**config.mk**
```make
export PLATFORM = sky130hd
export DESIGN_NAME = mc_datapath
export DESIGN_NICKNAME = d
export VERILOG_FILES = /design/src/rtl/mc_datapath_pkg.sv /design/src/rtl/mc_datapath_mem_handshake.sv /design/src/rtl/mc_datapath.sv
export SDC_FILE = /design/constraint.sdc
export NUM_CORES = 1
export LEC_CHECK = 0
export CORE_UTILIZATION = 43
export CTS_BUF_LIST = sky130_fd_sc_hd__clkbuf_4
export DETAILED_ROUTE_END_ITERATION = 8
export HOLD_SLACK_MARGIN = 0.02
export PLACE_DENSITY = 0.86
export REMOVE_ABC_BUFFERS = 1
export SLEW_MARGIN = 30
export SYNTH_ARGS = -nofsm -noshare
export SYNTH_HDL_FRONTEND = slang
export SYNTH_SLANG_ARGS = --single-unit
```
**constraint.sdc**
```tcl
create_clock -name clk -period 10.9 [get_ports clk]
set_clock_uncertainty 0.05 [all_clocks]
set_input_delay 2.18 -clock clk [delete_from_list [all_inputs] [get_ports clk]]
set_output_delay 2.18 -clock clk [all_outputs]
set_load 0.05 [all_outputs]
```
**src/rtl/mc_datapath_pkg.sv**
```systemverilog
`default_nettype none
// +----------------------------------------------------------------------+
// | mc_datapath_pkg                                                      |
// | Shared select encodings, NOP constant and handshake state codes.     |
// | Revision: 1.0                                                        |
// +----------------------------------------------------------------------+
package mc_datapath_pkg;

    typedef enum logic [1:0] {
        SRC_A_ZERO   = 2'b00,
        SRC_A_REG    = 2'b01,
        SRC_A_OLD_PC = 2'b10,
        SRC_A_PC     = 2'b11
    } alu_src_a_e;

    typedef enum logic [1:0] {
        SRC_B_REG  = 2'b00,
        SRC_B_WORD = 2'b01,
        SRC_B_IMM  = 2'b10,
        SRC_B_ZERO = 2'b11
    } alu_src_b_e;

    typedef enum logic [1:0] {
        RES_ALU_OUT = 2'b00,
        RES_DATA    = 2'b01,
        RES_ALU_RES = 2'b10,
        RES_OLD_PC  = 2'b11
    } result_src_e;

    // addi x0, x0, 0
    localparam logic [31:0] c_NOP = 32'h0000_0013;

    localparam logic [1:0] c_ST_IDLE = 2'd0;
    localparam logic [1:0] c_ST_REQ  = 2'd1;
    localparam logic [1:0] c_ST_ERR  = 2'd2;

endpackage
`default_nettype wire

```
**src/rtl/mc_datapath_mem_handshake.sv**
```systemverilog
`default_nettype none
// +----------------------------------------------------------------------+
// | mem_handshake                                                        |
// | Memory request FSM (IDLE/REQ/ERR) with request latch and timeout.    |
// | Revision: 1.0                                                        |
// +----------------------------------------------------------------------+
module mem_handshake
    import mc_datapath_pkg::*;
#(
    parameter int unsigned XLEN    = 32,
    parameter int unsigned TIMEOUT = 16
) (
    input  logic            clk,
    input  logic            reset,
    input  logic            mem_start,
    input  logic            mem_we,
    input  logic            fetch,
    input  logic [XLEN-1:0] addr,
    input  logic [XLEN-1:0] wdata,
    input  logic            mem_ready,
    output logic            mem_valid,
    output logic [XLEN-1:0] mem_addr,
    output logic [XLEN-1:0] mem_wdata,
    output logic            mem_wr,
    output logic            busy,
    output logic            mem_err,
    output logic            load_done,
    output logic            fetch_done
);

    localparam int unsigned    CW        = $clog2(TIMEOUT + 1);
    localparam logic [CW-1:0]  c_TIMEOUT = CW'(TIMEOUT);

    logic [1:0]      r_state;
    logic [1:0]      w_state_next;
    logic [CW-1:0]   r_count;
    logic [CW-1:0]   w_count_inc;
    logic [XLEN-1:0] r_addr;
    logic [XLEN-1:0] r_wdata;
    logic            r_wr;
    logic            r_fetch;

    assign w_count_inc = r_count + CW'(1);

    always_ff @(posedge clk or posedge reset) begin
        if (reset) begin
            r_state <= c_ST_IDLE;
        end else begin
            r_state <= w_state_next;
        end
    end

    // A ready arriving on the final allowed cycle wins over the timeout.
    always_comb begin
        w_state_next = r_state;
        case (r_state)
            c_ST_IDLE: if (mem_start) w_state_next = c_ST_REQ;
            c_ST_REQ: begin
                if (mem_ready) begin
                    w_state_next = c_ST_IDLE;
                end else if (w_count_inc == c_TIMEOUT) begin
                    w_state_next = c_ST_ERR;
                end
            end
            c_ST_ERR:  w_state_next = c_ST_ERR;
            default:   w_state_next = c_ST_IDLE;
        endcase
    end

    always_comb begin
        mem_valid  = (r_state == c_ST_REQ);
        busy       = (r_state == c_ST_REQ) || ((r_state == c_ST_IDLE) && mem_start);
        mem_err    = (r_state == c_ST_ERR);
        load_done  = (r_state == c_ST_REQ) && mem_ready && !r_wr;
        fetch_done = load_done && r_fetch;
        mem_addr   = (r_state == c_ST_REQ) ? r_addr : addr;
        mem_wdata  = r_wdata;
        mem_wr     = (r_state == c_ST_REQ) && r_wr;
    end

    always_ff @(posedge clk or posedge reset) begin
        if (reset) begin
            r_addr  <= '0;
            r_wdata <= '0;
            r_wr    <= 1'b0;
            r_fetch <= 1'b0;
            r_count <= '0;
        end else if ((r_state == c_ST_IDLE) && mem_start) begin
            r_addr  <= addr;
            r_wdata <= wdata;
            r_wr    <= mem_we;
            r_fetch <= fetch;
            r_count <= '0;
        end else if ((r_state == c_ST_REQ) && !mem_ready && (r_count != c_TIMEOUT)) begin
            r_count <= w_count_inc;
        end
    end

endmodule
`default_nettype wire

```
**src/rtl/mc_datapath.sv**
```systemverilog
`default_nettype none
// +----------------------------------------------------------------------+
// | mc_datapath                                                          |
// | Multicycle datapath registers, operand/result muxes and memory port. |
// | Revision: 1.0                                                        |
// +----------------------------------------------------------------------+
module mc_datapath
    import mc_datapath_pkg::*;
#(
    parameter int unsigned     XLEN     = 32,
    parameter logic [XLEN-1:0] RESET_PC = '0,
    parameter int unsigned     TIMEOUT  = 16
) (
    input  logic            clk,
    input  logic            reset,
    input  logic [1:0]      alu_src_a,
    input  logic [1:0]      alu_src_b,
    input  logic [1:0]      result_src,
    input  logic            adr_src,
    input  logic            ir_write,
    input  logic            pc_write,
    input  logic            mem_start,
    input  logic            mem_we,
    input  logic [XLEN-1:0] rs1_data,
    input  logic [XLEN-1:0] rs2_data,
    input  logic [XLEN-1:0] imm_ext,
    input  logic [XLEN-1:0] alu_res,
    output logic [XLEN-1:0] alu_a,
    output logic [XLEN-1:0] alu_b,
    output logic [XLEN-1:0] result,
    output logic [31:0]     instr,
    output logic [XLEN-1:0] pc,
    output logic [XLEN-1:0] old_pc,
    output logic            mem_valid,
    output logic [XLEN-1:0] mem_addr,
    output logic [XLEN-1:0] mem_wdata,
    output logic            mem_wr,
    input  logic            mem_ready,
    input  logic [XLEN-1:0] mem_rdata,
    output logic            busy,
    output logic            mem_err
);

    localparam logic [XLEN-1:0] c_WORD_BYTES = XLEN'(XLEN / 8);

    logic [XLEN-1:0] r_a;
    logic [XLEN-1:0] r_b;
    logic [XLEN-1:0] r_alu_out;
    logic [XLEN-1:0] r_data;
    logic [XLEN-1:0] r_pc;
    logic [XLEN-1:0] r_old_pc;
    logic [31:0]     r_instr;
    logic [XLEN-1:0] w_addr;
    logic            w_busy;
    logic            w_load_done;
    logic            w_fetch_done;

    always_ff @(posedge clk or posedge reset) begin
        if (reset) begin
            r_a       <= '0;
            r_b       <= '0;
            r_alu_out <= '0;
        end else begin
            r_a       <= rs1_data;
            r_b       <= rs2_data;
            r_alu_out <= alu_res;
        end
    end

    // The PC is frozen for the whole access so old_pc records the fetch address.
    always_ff @(posedge clk or posedge reset) begin
        if (reset) begin
            r_pc     <= RESET_PC;
            r_old_pc <= RESET_PC;
            r_instr  <= c_NOP;
            r_data   <= '0;
        end else begin
            if (pc_write && !w_busy) r_pc <= result;
            if (w_load_done) r_data <= mem_rdata;
            if (w_fetch_done) begin
                r_instr  <= mem_rdata[31:0];
                r_old_pc <= r_pc;
            end
        end
    end

    always_comb begin
        alu_a = '0;
        case (alu_src_a_e'(alu_src_a))
            SRC_A_ZERO:   alu_a = '0;
            SRC_A_REG:    alu_a = r_a;
            SRC_A_OLD_PC: alu_a = r_old_pc;
            SRC_A_PC:     alu_a = r_pc;
            default:      alu_a = '0;
        endcase

        alu_b = '0;
        case (alu_src_b_e'(alu_src_b))
            SRC_B_REG:  alu_b = r_b;
            SRC_B_WORD: alu_b = c_WORD_BYTES;
            SRC_B_IMM:  alu_b = imm_ext;
            SRC_B_ZERO: alu_b = '0;
            default:    alu_b = '0;
        endcase

        result = '0;
        case (result_src_e'(result_src))
            RES_ALU_OUT: result = r_alu_out;
            RES_DATA:    result = r_data;
            RES_ALU_RES: result = alu_res;
            RES_OLD_PC:  result = r_old_pc;
            default:     result = '0;
        endcase

        w_addr = adr_src ? result : r_pc;
    end

    assign pc     = r_pc;
    assign old_pc = r_old_pc;
    assign instr  = r_instr;
    assign busy   = w_busy;

    mem_handshake #(
        .XLEN    (XLEN),
        .TIMEOUT (TIMEOUT)
    ) u_mem_handshake (
        .clk        (clk),
        .reset      (reset),
        .mem_start  (mem_start),
        .mem_we     (mem_we),
        .fetch      (ir_write),
        .addr       (w_addr),
        .wdata      (r_b),
        .mem_ready  (mem_ready),
        .mem_valid  (mem_valid),
        .mem_addr   (mem_addr),
        .mem_wdata  (mem_wdata),
        .mem_wr     (mem_wr),
        .busy       (w_busy),
        .mem_err    (mem_err),
        .load_done  (w_load_done),
        .fetch_done (w_fetch_done)
    );

endmodule
`default_nettype wire

```
Yosys cells after proc, flatten, opt, wreduce, memory -nomap -nowiden. Cells that the tools add are included.

Register bits: 297. Input port bits: 174. Output and inout bits: 260. Logic and storage cells: 58.

Add/sub/neg operators: 1. Equal/unequal tests: 15. Muxes and demuxes: 11. Reduce and logical (&&, ||, !) cells: 18.

Operators by type and width (number): $pmux 32 s4 (3); $mux 32 (2); $eq 2x2->1 const B (7); $mux 5 (2); $eq 2x1->1 const B (4); $logic_and 1x1->1 (8); $logic_not 2->1 (4); $mux 2 (3); $pmux 2 s3 (1); $add 5x1->5 const B (1); $eq 5x5->1 const B (1); $ne 5x5->1 const B (1); $logic_not 1->1 (3); $ne 3x1->1 const B (1); $ne 2x2->1 const B (1); $reduce_and 2->1 (1); $reduce_bool 2->1 (1); $logic_or 1x1->1 (1).

Logic depth before layout (Yosys ltp).
Depth in word-level cells: 5. Mapped depth: 6. Depth with buffers taken out: 6.

Hierarchy. A second synthesis with hierarchy kept.

Cell total of the unflattened synthesis: 1024. Area total of the unflattened synthesis: 13007.5 µm².

By module, submodules not included: mc_datapath (instances 1, cells each 595, area each 9700.6 µm², sequential area each 5609.1 µm²); mem_handshake (instances 1, cells each 429, area each 3306.9 µm², sequential area each 1826.8 µm²).

Least setup slack after synthesis. OpenSTA, ideal clock, no wires.

Path kind: input -> output. From: input port result_src[1]. To: output port mem_addr[10]. Arrival time: 4.061 ns. Data required time: 8.670 ns. Setup slack: 4.609 ns. Cell stages on the path: 5. Buffers on the path: 2. Cells stage by stage: buf_2 buf_4 mux4_2 nand2_1 a31oi_1.

Longest elaborated chain between the ends: 4. Elaborated cells on any way between the ends: 7. Classes of those cells: eq/ne (3); mux (3); reduce/logical (1).

RTL lines: start, declared (line mc_datapath.sv:18) `input logic [1:0] result_src,`; $eq 2x2->1, or another cell as far along (line mc_datapath.sv:107) `case (result_src_e'(result_src))`; $pmux 32 s4 (*) (line mc_datapath.sv:107); net result[10] (line mc_datapath.sv:30) `output logic [XLEN-1:0] result,`; $mux 32 (*) (line mc_datapath.sv:115) `w_addr = adr_src ? result : r_pc;`; $mux 32 (*) (line mc_datapath_mem_handshake.sv:76) `mem_addr = (r_state == c_ST_REQ) ? r_addr : addr;`; end, declared (line mc_datapath.sv:35) `output logic [XLEN-1:0] mem_addr,`.

Mark *: on every way through the listed nets, which the timed path passes. The rest lies on a longest branch.

Final worst setup path.
From: input port alu_src_a[0]. To: output port alu_a[24].

Longest elaborated chain between the ends: 2. Elaborated cells on any way between the ends: 5. Classes of those cells: eq/ne (3); mux (1); reduce/logical (1).

RTL lines: start, declared (line mc_datapath.sv:16) `input logic [1:0] alu_src_a,`; $eq 2x2->1, or another cell as far along (line mc_datapath.sv:89) `case (alu_src_a_e'(alu_src_a))`; $pmux 32 s4 (*) (line mc_datapath.sv:89); end, declared (line mc_datapath.sv:28) `output logic [XLEN-1:0] alu_a,`.

Every way passes the cells marked *; elsewhere a longest branch is shown, timed or not.

==> metrics.txt <==
outcome finished clean; RSZ-0062 raised after global routing false; DRT Pass-1 Iters 4; Async S/R FF share, synth 1.00; slowest stage delay, CP 800 ps; Max Transition Viols Final 0; die height 173 µm; Power Density 284 nW/µm²; Final Hold Vio Count 0; port bufs 433; GPL Wtd Cong 0.845; Antenna Nets Post-Route 0; Crit Path Class input port to primary output; Synth area leader dfrtp_1; Max clock buf depth 3; reg-to-reg startpoint u_mem_handshake.r_state[1]$_DFFE_PP0P_; number of I/O pins 434; CTS buffer count 79; Slew HR 0.384; crit-path max FO 33; Hold-fix buffers, CTS 0; dominant synthesized flop cell dfrtp_1; initial antenna violation count 1; ranking of synthesized cells by area dfrtp_1 58%, mux2_2 9.0%, mux4_2 5.7%; setup_tns 0 ps; worst endpoint data arrival time 4640 ps; share of cells above drive strength 1 0.190; Detailed Route WL 38.4 mm; DRC viols 0; Max Cap Violations 0; worst-path cell chain buf_2 > buf_4 > nor2b_4 > buf_16 > a22o_1 > clkdlybuf4s50_1; Worst setup EP type primary output; combinational power share 0.492; crit path buf inv count 4; Yosys reg bits 297; vias in the first global route 10600; initial DRC count 532; P_leak 7.91 nW; top-count cell post-synth dfrtp_1; Via density 5.26; Reg power frac 0.323; Max Clk Rate 146 MHz; Tcrit/Tclk final 0.630; number of H-tree levels 3; clk root buf clkbuf_4; WL per Instance 20.3 µm; Compound-Gate Fraction of Synth Area 0.0605; area share of the largest cell type after synthesis 0.583; synth unique cells 35; setup ws final 4030 ps; Commonest cells post-synth 294 x dfrtp_1, 140 x nand2_1, 101 x mux2_2, 101 x nor2_1, 64 x a31oi_1; EDFF count, synth 0; min-delay src r_b[17]$_DFF_PP0_; internal power component 2.86 mW; final setup vio count 0; switching power share of the total 0.449; gr ovfl total 0; main combinational cell family by area after synthesis multiplexers; Post-CTS Resized 0; Hold/Removal Path Class flop to flop; worst-margin pin slew 925 ps; slowest CP cell clkdlybuf4s50_1; DIE AREA 30000 µm²; Die Span X 173 µm; TritonCTS clock tree yes; Synth Area in Simple Gates 0.0971; Layout area overhead 44.9%; cell area after synthesis 12600 µm²; Yosys warning total 0; largest net degree at the start of global routing 175; vias 9939; Syn Inst Count 996; Final min period 6870 ps; initial core utilization 0.439; Rows 62; CP top delay family buffers and inverters; worst path required time 8670 ps; # Post-CTS Setup Buffers 0; sequential area share after synthesis 0.589; Final #Nets 1629; mux share of post-synthesis cell area 0.226; CP startpoint alu_src_a[0]; Clock Pin Slew Worst Setup and Hold Paths 70 ps; clock power share 0.185; P_sw 2.33 mW; post-DP HPWL 26.5 mm; pre-CTS WS 3990 ps; GRT Overall Usage 0.257; first-pass GRT wire length 59.1 mm; CTS Sinks 297; CP Launch Type input port; Core ar. 28800 µm²; peak supply drop 0.210 mV; Synth Area in XOR/XNOR 0.000694; Avg Synthesized Cell Area 12.7 µm²; Worst-Skew Late Latency 640 ps; post-synthesis adder-cell area fraction 0.00198
-- logic make-up after synthesis --
kind of cell | Yosys count
DFF | 297
and+or+nand+nor | 289
muxes | 225
AOI/OAI and AO/OA | 109
buffers and inverters | 73
adders and majority gates | 2
xor gates and xnor gates | 1
-- worst register-to-register path, cell delays in order (launching register included) --
cell      delay (ps)
dfrtp_1          450
nand2b_4         530
nor3b_4          310
buf_4            550
nand2_8          490
mux2_1           530
-- per-layer routing --
layer	track usage	wire (µm)	up-vias
li1	-	-	4468
met1	0.289	14500	4952
met2	0.451	19800	446
met3	0.0792	3070	73
met4	0.103	1100	0
met5	0	0	-
-- power by group through the flow --
stage	combinational [mW]	sequential, mW	clock [mW]
finish	2.55	1.68	0.958
CTS	2.57	1.67	0.986
floorplan	0.980	2.32	0
detailed placement	2.56	1.69	0
global route	2.66	1.72	1.04
global placement	2.53	1.66	0
-- layout make-up --
type | instances | area (µm²)
flip-flops and latches | 297 | 7440
clock inverters | 14 | 80.1
diodes | 1 | 2.50
well taps | 384 | 480
clock buffers | 119 | 893
multi-input cells | 626 | 4910
repair buffers | 445 | 4470
fillers | 2127 | 10500
inverters | 4 | 22.5
-- registers in the layout (all words and copies together), names as in the netlist, 2 cells and up --
register	count
old_pc	32
u_mem_handshake.r_addr	32
r_b	32
r_a	32
r_data	32
u_mem_handshake.mem_wdata	32
u_mem_handshake.r_count	5
instr	32
pc	32
r_alu_out	32
u_mem_handshake.r_state	2
-- path summary, 6_finish.rpt --
path	end	slack, ps	depth (start not counted)
worst max-delay path	alu_a[24]	4030	6
worst min-delay path	u_mem_handshake.mem_wdata[17]$_DFFE_PP0P_	410	2
worst max register to register	old_pc[8]$_DFFE_PP0P_	7870	5
worst min register to register	u_mem_handshake.mem_wdata[17]$_DFFE_PP0P_	410	2
max in group asynchronous	old_pc[27]$_DFFE_PP0P_	7240	4
min in group asynchronous	r_b[8]$_DFF_PP0_	2030	2
-- cells in the final DEF (no fill, tap or decap), types with 2 or more instances in the layout --
master,instances
dfrtp_1,294
ha_1,2
inv_1,3
a22o_1,32
clkdlybuf4s50_1,426
nor2b_1,2
mux4_2,32
a31oi_1,64
nand3_1,2
a21o_1,2
nand2_1,140
buf_16,2
nor2_1,101
buf_12,3
buf_2,7
clkinv_1,9
inv_2,3
mux2i_1,32
buf_4,7
nand2b_1,35
a21oi_1,4
mux2_1,60
dfstp_2,3
clkbuf_4,119
mux2_2,101
o21ai_0,2
-- stage by stage --
step	cells	utilization	hold slack, ps	total power, mW	cell area, µm²
after floorplan	927	-	388	3.30	12300
after global placement	1752	0.598	403	4.19	17200
after detailed placement	1754	0.600	407	4.24	17300
after CTS	1887	0.634	406	5.23	18200
after global routing	1890	0.636	441	5.42	18300
final	1890	0.636	415	5.19	18300
Power figures use the tool's default switching activity.
